## src/rtl/mem_pkg.sv

```systemverilog
// Shared definitions for the line-transfer memory responder.
// Latency: n/a (types and defaults only).
// Backpressure: n/a.
package mem_pkg;

    // Transfer phases; every phase except ST_IDLE reports busy.
    typedef enum logic [1:0] {
        ST_IDLE = 2'd0,
        ST_WAIT = 2'd1,
        ST_XFER = 2'd2,
        ST_DONE = 2'd3
    } state_t;

    localparam int DEF_LATENCY = 4;   // wait cycles between accept and first beat
    localparam int DEF_BURST   = 4;   // beats per line, power of two
    localparam int DEF_DEPTH   = 64;  // RAM words, power of two

endpackage : mem_pkg

```

## src/rtl/mem_responder_if.sv

```systemverilog
// Cache-to-memory line transfer bus: request/ack, fill beats, writeback beats.
// Latency: n/a (wiring only).
// Backpressure: requester holds req until ack; beats are never stalled.
interface mem_responder_if;

    logic        req;
    logic        we;
    logic [31:0] addr;
    logic [31:0] wdata;
    logic        ack;
    logic        rvalid;
    logic [31:0] rdata;
    logic        wready;
    logic        done;
    logic        busy;

    // Cache side issues requests and supplies writeback data.
    modport master (
        output req, we, addr, wdata,
        input  ack, rvalid, rdata, wready, done, busy
    );

    // Memory side accepts requests, returns fill data and consumes writeback data.
    modport slave (
        input  req, we, addr, wdata,
        output ack, rvalid, rdata, wready, done, busy
    );

endinterface : mem_responder_if

```

## src/rtl/mem_responder.sv

```systemverilog
// Line-transfer memory responder: word RAM serving BURST-beat fills and writebacks.
// Latency: ack one cycle after accept, first beat LATENCY cycles after ack's cycle, done after last beat.
// Backpressure: none on beats; new requests only accepted in IDLE, at least one IDLE cycle between transfers.
module mem_responder
    import mem_pkg::*;
#(
    parameter int LATENCY = DEF_LATENCY,
    parameter int BURST   = DEF_BURST,
    parameter int DEPTH   = DEF_DEPTH
) (
    input  logic            clk,
    input  logic            reset,
    mem_responder_if.slave  bus
);

    localparam int AW = (DEPTH > 1)   ? $clog2(DEPTH)   : 1;
    localparam int BW = (BURST > 1)   ? $clog2(BURST)   : 1;
    localparam int CW = (LATENCY > 1) ? $clog2(LATENCY) : 1;

    localparam logic [CW-1:0] WAIT_LOAD  = CW'((LATENCY > 0) ? LATENCY - 1 : 0);
    localparam logic [BW-1:0] LAST_BEAT  = BW'(BURST - 1);
    localparam logic [29:0]   ALIGN_MASK = ~30'(BURST - 1);

    // Word-indexed storage; deliberately never reset so the bench can preload it.
    logic [31:0] RAM [DEPTH];

    state_t          state_q, state_d;
    logic            we_q,    we_d;
    logic [AW-1:0]   base_q,  base_d;
    logic [BW-1:0]   beat_q,  beat_d;
    logic [CW-1:0]   cnt_q,   cnt_d;
    logic            accept;

    logic [29:0]     line_word;
    logic [AW-1:0]   idx_q, idx_d;
    logic            fill_d, wb_d;

    logic            ack_q, rvalid_q, wready_q, done_q, busy_q;
    logic [31:0]     rdata_q;

    // Byte offset and the word-address bits above the RAM size do not select storage.
    logic            unused_addr_bits;
    assign unused_addr_bits = ^{bus.addr[1:0], line_word};

    // Line-aligned word address of the incoming request.
    assign line_word = bus.addr[31:2] & ALIGN_MASK;

    // RAM word for the current and the upcoming beat, wrapping at DEPTH.
    assign idx_q = AW'(32'(base_q) + 32'(beat_q));
    assign idx_d = AW'(32'(base_d) + 32'(beat_d));

    // Next-state and transfer bookkeeping; request inputs only matter in IDLE.
    always_comb begin
        state_d = state_q;
        we_d    = we_q;
        base_d  = base_q;
        beat_d  = beat_q;
        cnt_d   = cnt_q;
        accept  = 1'b0;
        case (state_q)
            ST_IDLE: begin
                if (bus.req) begin
                    accept  = 1'b1;
                    we_d    = bus.we;
                    base_d  = line_word[AW-1:0];
                    beat_d  = '0;
                    cnt_d   = WAIT_LOAD;
                    state_d = (LATENCY > 0) ? ST_WAIT : ST_XFER;
                end
            end
            ST_WAIT: begin
                if (cnt_q == '0) begin
                    state_d = ST_XFER;
                end else begin
                    cnt_d = cnt_q - CW'(1);
                end
            end
            ST_XFER: begin
                if (beat_q == LAST_BEAT) begin
                    state_d = ST_DONE;
                end else begin
                    beat_d = beat_q + BW'(1);
                end
            end
            ST_DONE: begin
                state_d = ST_IDLE;
            end
            default: begin
                state_d = ST_IDLE;
            end
        endcase
    end

    // Outputs are registered from the next state so they line up with it.
    assign fill_d = (state_d == ST_XFER) && !we_d;
    assign wb_d   = (state_d == ST_XFER) &&  we_d;

    // State and transfer context registers.
    always_ff @(posedge clk) begin
        if (reset) begin
            state_q <= ST_IDLE;
            we_q    <= 1'b0;
            base_q  <= '0;
            beat_q  <= '0;
            cnt_q   <= '0;
        end else begin
            state_q <= state_d;
            we_q    <= we_d;
            base_q  <= base_d;
            beat_q  <= beat_d;
            cnt_q   <= cnt_d;
        end
    end

    // Registered bus outputs; rdata is forced to zero whenever rvalid is low.
    always_ff @(posedge clk) begin
        if (reset) begin
            ack_q    <= 1'b0;
            rvalid_q <= 1'b0;
            rdata_q  <= '0;
            wready_q <= 1'b0;
            done_q   <= 1'b0;
            busy_q   <= 1'b0;
        end else begin
            ack_q    <= accept;
            rvalid_q <= fill_d;
            rdata_q  <= fill_d ? RAM[idx_d] : '0;
            wready_q <= wb_d;
            done_q   <= (state_d == ST_DONE);
            busy_q   <= (state_d != ST_IDLE);
        end
    end

    // Writeback beat lands at the end of its cycle; a reset on that edge drops it.
    always_ff @(posedge clk) begin
        if (!reset && (state_q == ST_XFER) && we_q) begin
            RAM[idx_q] <= bus.wdata;
        end
    end

    assign bus.ack    = ack_q;
    assign bus.rvalid = rvalid_q;
    assign bus.rdata  = rdata_q;
    assign bus.wready = wready_q;
    assign bus.done   = done_q;
    assign bus.busy   = busy_q;

endmodule : mem_responder

```

## src/flat_wrapper.sv

```systemverilog
// flat-port wrapper written by rule: the top's interface ports become plain ports
module mem_responder_flat import mem_pkg::*;
#(
    parameter int LATENCY = DEF_LATENCY,
    parameter int BURST   = DEF_BURST,
    parameter int DEPTH   = DEF_DEPTH
)
  (clk, reset, bus_req, bus_we, bus_addr, bus_wdata, bus_ack, bus_rvalid, bus_rdata, bus_wready, bus_done, bus_busy);
  mem_responder_if bus_i ();
  input  logic clk;
  input  logic reset;
  input wire logic [$bits(bus_i.req)-1:0] bus_req;
  input wire logic [$bits(bus_i.we)-1:0] bus_we;
  input wire logic [$bits(bus_i.addr)-1:0] bus_addr;
  input wire logic [$bits(bus_i.wdata)-1:0] bus_wdata;
  output wire logic [$bits(bus_i.ack)-1:0] bus_ack;
  output wire logic [$bits(bus_i.rvalid)-1:0] bus_rvalid;
  output wire logic [$bits(bus_i.rdata)-1:0] bus_rdata;
  output wire logic [$bits(bus_i.wready)-1:0] bus_wready;
  output wire logic [$bits(bus_i.done)-1:0] bus_done;
  output wire logic [$bits(bus_i.busy)-1:0] bus_busy;
  assign bus_i.req = bus_req;
  assign bus_i.we = bus_we;
  assign bus_i.addr = bus_addr;
  assign bus_i.wdata = bus_wdata;
  assign bus_ack = bus_i.ack;
  assign bus_rvalid = bus_i.rvalid;
  assign bus_rdata = bus_i.rdata;
  assign bus_wready = bus_i.wready;
  assign bus_done = bus_i.done;
  assign bus_busy = bus_i.busy;
  mem_responder #(.LATENCY(LATENCY), .BURST(BURST), .DEPTH(DEPTH)) u_core (.clk(clk), .reset(reset), .bus(bus_i));
endmodule
```

## config.mk

```make
export PLATFORM = sky130hd
export DESIGN_NAME = mem_responder_flat
export DESIGN_NICKNAME = d
export VERILOG_FILES = /design/src/rtl/mem_pkg.sv /design/src/rtl/mem_responder_if.sv /design/src/rtl/mem_responder.sv /design/src/flat_wrapper.sv
export SDC_FILE = /design/constraint.sdc
export NUM_CORES = 2
export LEC_CHECK = 0
export CORE_ASPECT_RATIO = 1.4
export CORE_UTILIZATION = 46
export DETAILED_ROUTE_END_ITERATION = 7
export GPL_TIMING_DRIVEN = 1
export PLACE_DENSITY = 0.65
export SKIP_LAST_GASP = 1
export SYNTH_ARGS = -nofsm -noshare
export SYNTH_HDL_FRONTEND = slang
export SYNTH_SLANG_ARGS = --single-unit
```

## constraint.sdc

```tcl
create_clock -name clk -period 12.2 [get_ports clk]
set_clock_uncertainty 0.2 [all_clocks]
set_input_delay 1.22 -clock clk [delete_from_list [all_inputs] [get_ports clk]]
set_output_delay 1.22 -clock clk [all_outputs]
set_load 0.01 [all_outputs]
```

Word-level counts from Yosys, hierarchy flattened
Memory sizes are Yosys's and may differ from the RTL's. A register that Yosys moved wholly into a read port is not among the register bits.
Index checks and enable logic that the tools add are counted.

cells by class
  equal/unequal tests = 8
  add/subtract/negate cells = 4
  mux-type cells = 17
  bitwise logic cells = 2
  reductions and logical operators = 13

operator list
  operator               count
  $mux W2                7
  $add A6 B2 Y6          2
  $mux W6                2
  $eq A2 B2 Y1 const B   5
  $pmux W2 S2            2
  $pmux W2 S4            1
  $mux W1                5
  $logic_and A1 B1 Y1    4
  $logic_not A2 Y1       2
  $ne A2 B2 Y1 const B   2
  $reduce_bool A2 Y1     2
  $reduce_or A2 Y1       2
  $reduce_and A3 Y1      1
  $add A2 B1 Y2 const B  1
  $eq A2 B1 Y1 const B   1
  $logic_not A1 Y1       2
  $not A1 Y1             2
  $sub A2 B1 Y2 const B  1

storage, ports and cells
  word-level logic and storage cells = 55
  output and inout bits = 37
  bits in writable memories = 2048
  bits in registers = 18
  memories kept = 1

memories
  name        words  width  read ports  clocked after Yosys merged registers in  wr ports  line                 source
  u_core.RAM  64     32     1           1                                        1         mem_responder.sv:25  logic [31:0] RAM [DEPTH];

Logic depth before layout (Yosys ltp)
  depth in word-level cells = 7
  mapped depth = 17
  gate-level depth less buffers = 12

Worst setup path after synthesis
Ideal clock, no wire load.

  path type = in2reg
  start = input bus_req
  end = register u_core.rdata_q[31], in the netlist u_core.bus.rdata[31], read port of u_core.RAM
  data arrival time = 4.667 ns
  path slack = 7.199 ns
  buffers on the path = 5
  library setup time = 0.134 ns
  cell stages on the path = 14
  path through = or3b_1 buf_6 and2_1 ha_1 fa_1 buf_2 buf_2 clkbuf_1 clkbuf_1 mux4_2 a22o_1 a221o_1 o22ai_1 o211ai_1

on the way
  elaborated cells between the ends (all ways) = 14
  those cells by class = add/sub (1); eq/ne (1); mux (8); bitwise (1); reduce/logical (3)

RTL lines
  element                     line                 source
  start, declared             flat_wrapper.sv:12   input wire logic [$bits(bus_i.req)-1:0] bus_req;
  $mux W6                     mem_responder.sv:62  if (bus.req) begin
  $mux W6                     mem_responder.sv:60  case (state_q)
  named net u_core.base_d[0]  mem_responder.sv:29  logic [AW-1:0] base_q, base_d;
  $add A6 B2 Y6               mem_responder.sv:50  assign idx_d = AW'(32'(base_d) + 32'(beat_d));
  end, declared               mem_responder.sv:39  logic [31:0] rdata_q;

The timed path passes the listed nets, and every way through them passes these cells.
A chain may end at the register's enable or synchronous reset.

Worst setup path after layout
  start = input bus_req
  end = register u_core.rdata_q[8], in the netlist u_core.bus.rdata[8], read port of u_core.RAM

Same word-level chain as after synthesis.

==> run metrics <==
overall power 15.4 mW; Placeable Area 190,000 µm²; WP data arrival 7.94 ns; DRC violations left 0; Post-DRT Antenna Nets 0; XOR/XNOR share of the synthesized area 0.000996; Avg WL per Cell 34.0 µm; HP Class flop to flop; Synth Net Count 5,019; GR Overflow Total 0; Worst Path Max Fanout 81; total CTS buffers 197; post-synthesis mux area share 0.154; largest net degree at the start of global routing 129; Yosys warnings 0; area taken by multi-input logic gates 24,400 µm²; CTS resizes 0; Synth Cell Area 87,900 µm²; Die Span Y 519 µm; Leak Pwr 29.7 nW; FF+latch area 62,500 µm²; async set-reset flop share out of synthesis 0; initial core utilization 0.464; DR top layer met5; gpl congestion 0.849; post-synthesis adder-cell area fraction 0.00117; hpwl dp 139,000 µm; sequential share of power 0.515; initial drt markers 7,071; maximum clock insertion buffer count 4; max-cap violations 0; Simple-Gate Fraction of Synth Area 0.0349; outcome finished, final reports clean; Final Instance Area 98,300 µm²; layout cells sized above 1 0.228; CTS H-Tree Depth 4; Pint 11.8 mW; CP startpoint kind input port; Syn-to-layout area delta 11.8%; io pins 105; routed vias/inst 6.70; RSZ-0062 raised after global routing false; Tightest Pin Transition 1.38 ns; CTS Hold Bufs 0; Post-CTS Setup Bufs 0; Total Wirelength 260,000 µm; Clock Power Share 0.395; Distinct cells, synth 63; Sw Share 0.236; clock-pin transition on the worst setup and hold timing paths 0.06 ns; Max-slew headroom 0.0799; Seq cells post-synth 2,098; kind of critical path input port to flop; total power per unit cell area 157 nW/µm²; Tmin final 7.48 ns; final setup vio count 0; Sw Pwr 3.63 mW; setup tns final 0 ns; Max Slew Vio Count 0; Max Freq 134 MHz; Gate power share 0.090; peak supply drop 0.122 mV; Routed met1 length 95,900 µm; initial antenna violation count 11; placed inst area 92,000 µm²; Syn Area/Cell 17.8 µm²; total clock sinks 2,098; first-pass GRT wire length 366,000 µm; root buffer cell clkbuf_16; wire length on met2 122,000 µm; vias in the first global route 50,600; Met3 Wirelength 27,700 µm; Seq/Total Area, Yosys 0.711; Total GRT Usage 0.267; number of port buffers 76; Gate Count Post-Synth 4,944; largest family of logic cells by synthesized area multiplexers; DR vias 51,200; row count 189; period utilization 0.613; crit end category flop; Compound-Gate Fraction of Synth Area 0.0789; final hold vios 0; CTS tree built; First-pass DRT Iterations 8; Post-layout nets 5,079; die area 193,000 µm²; FILL cells 15,000; top_reg_cell synth edfxtp_1; clk_lat worst skew 0.85 ns; critical path required time 12.67 ns; Die W 372 µm; number of flops mapped to enable cells by yosys 2,048
cells by family after synthesis:
logic type,after synthesis
AOI/OAI and AO/OA,890
muxes,865
and+or+nand+nor,684
buffers and inverters,390
DFF,2098
xor gates and xnor gates,10
adders and majority gates,7
layout by cell type (no fill, tap or decap), types with 61 or more instances in the layout:
cell type,n
a221oi_1,161
a22o_1,91
nor2_4,67
edfxtp_1,2048
o22ai_1,117
nor3_1,99
mux2_2,242
nand2_1,208
clkbuf_16,203
mux4_2,366
a221o_1,61
mux2i_1,255
buf_4,156
o21ai_0,128
nor2_1,169
cell type report:
| cell class | count | share of cell area |
|---|---|---|
| Antenna cell | 8 | 0.000204 |
| Clock buffer | 259 | 0.0548 |
| Clock inverter | 95 | 0.00878 |
| Inverter | 8 | 0.000356 |
| Multi-Input combinational cell | 2456 | 0.248 |
| Sequential cell | 2098 | 0.636 |
| Tap cell | 2483 | 0.0316 |
| Timing Repair Buffer | 243 | 0.0203 |
power groups by stage:
| stage | logic (mW) | registers [mW] | clock network, mW |
|---|---|---|---|
| 2_1_floorplan | 0.745 | 8.07 | 0 |
| 3_3_place_gp | 1.33 | 8.08 | 0 |
| 3_5_place_dp | 1.35 | 8.08 | 0 |
| 4_1_cts | 1.36 | 7.92 | 6.13 |
| 5_1_grt | 1.44 | 7.92 | 6.38 |
| 6_report | 1.39 | 7.92 | 6.08 |
state kept, by name (all words and copies together) (netlist names):
register,flops
u_core.RAM,2048
u_core.base_q,6
u_core.beat_q,2
u_core.bus.ack,1
u_core.bus.busy,1
u_core.bus.done,1
u_core.bus.rdata,32
u_core.bus.rvalid,1
u_core.bus.wready,1
u_core.cnt_q,2
u_core.state_q,2
u_core.we_q,1
critical path, stage by stage:
cell             delay [ns]
clkdlybuf4s50_1        0.70
or3b_1                 0.63
and2_1                 0.31
ha_4                   0.18
fa_4                   0.83
inv_6                  0.51
buf_12                 0.48
nand2_1                0.58
buf_4                  0.49
o22ai_1                0.25
o311ai_0               0.16
a221o_1                0.41
o22ai_1                0.65
buf_4                  0.28
o211ai_1               0.11
metal layers:
layer  up-vias  GRT usage
li1      20700          -
met4        12      0.128
met2      3168      0.421
met3       719     0.0589
met1     26600      0.352
met5         -          0
synth_stat cells, types with 8 or more instances:
cell type / count / area share
a211o_1: 60 / 0.0060
a211oi_1: 36 / 0.0031
a21oi_1: 14 / 0.00080
a221o_1: 61 / 0.0069
a221oi_1: 161 / 0.016
a22o_1: 91 / 0.0091
a22oi_1: 38 / 0.0032
buf_1: 32 / 0.0014
buf_2: 123 / 0.0070
buf_4: 12 / 0.0010
clkbuf_1: 209 / 0.0089
dfxtp_1: 50 / 0.011
edfxtp_1: 2048 / 0.70
inv_1: 8 / 0.00034
mux2_2: 243 / 0.031
mux2i_1: 256 / 0.029
mux4_2: 366 / 0.094
nand2_1: 211 / 0.0090
nand3_1: 45 / 0.0026
nor2_1: 236 / 0.010
nor3_1: 100 / 0.0057
o211a_1: 31 / 0.0035
o211ai_1: 36 / 0.0031
o21ai_0: 128 / 0.0073
o22ai_1: 120 / 0.0085
o311ai_0: 60 / 0.0060
o32ai_1: 34 / 0.0034
or3_1: 30 / 0.0021
or4_1: 30 / 0.0026
through the flow:
step / util / hold slack, ns / setup slack, ns / std cells
after global routing: 0.518 / 0.333 / 4.75 / 7644
after detailed placement: 0.485 / 0.273 / 4.07 / 7288
final: 0.518 / 0.298 / 4.72 / 7650
after CTS: 0.518 / 0.285 / 4.92 / 7642
after global placement: 0.485 / 0.257 / 4.10 / 7288
after floorplan: - / 0.243 / 7.20 / 4944
path summary, 6_finish.rpt:
path | from | to | slack, ns | depth (start not counted)
setup reg to reg | u_core.state_q[1] | u_core.bus.rdata[30] | 5.21 | 13
setup / recovery | bus_req | u_core.bus.rdata[8] | 4.72 | 15
hold / removal | u_core.cnt_q[0] | u_core.cnt_q[0] | 0.30 | 1
hold reg to reg | u_core.cnt_q[0] | u_core.cnt_q[0] | 0.30 | 1
(Power assumes the default switching activity.)
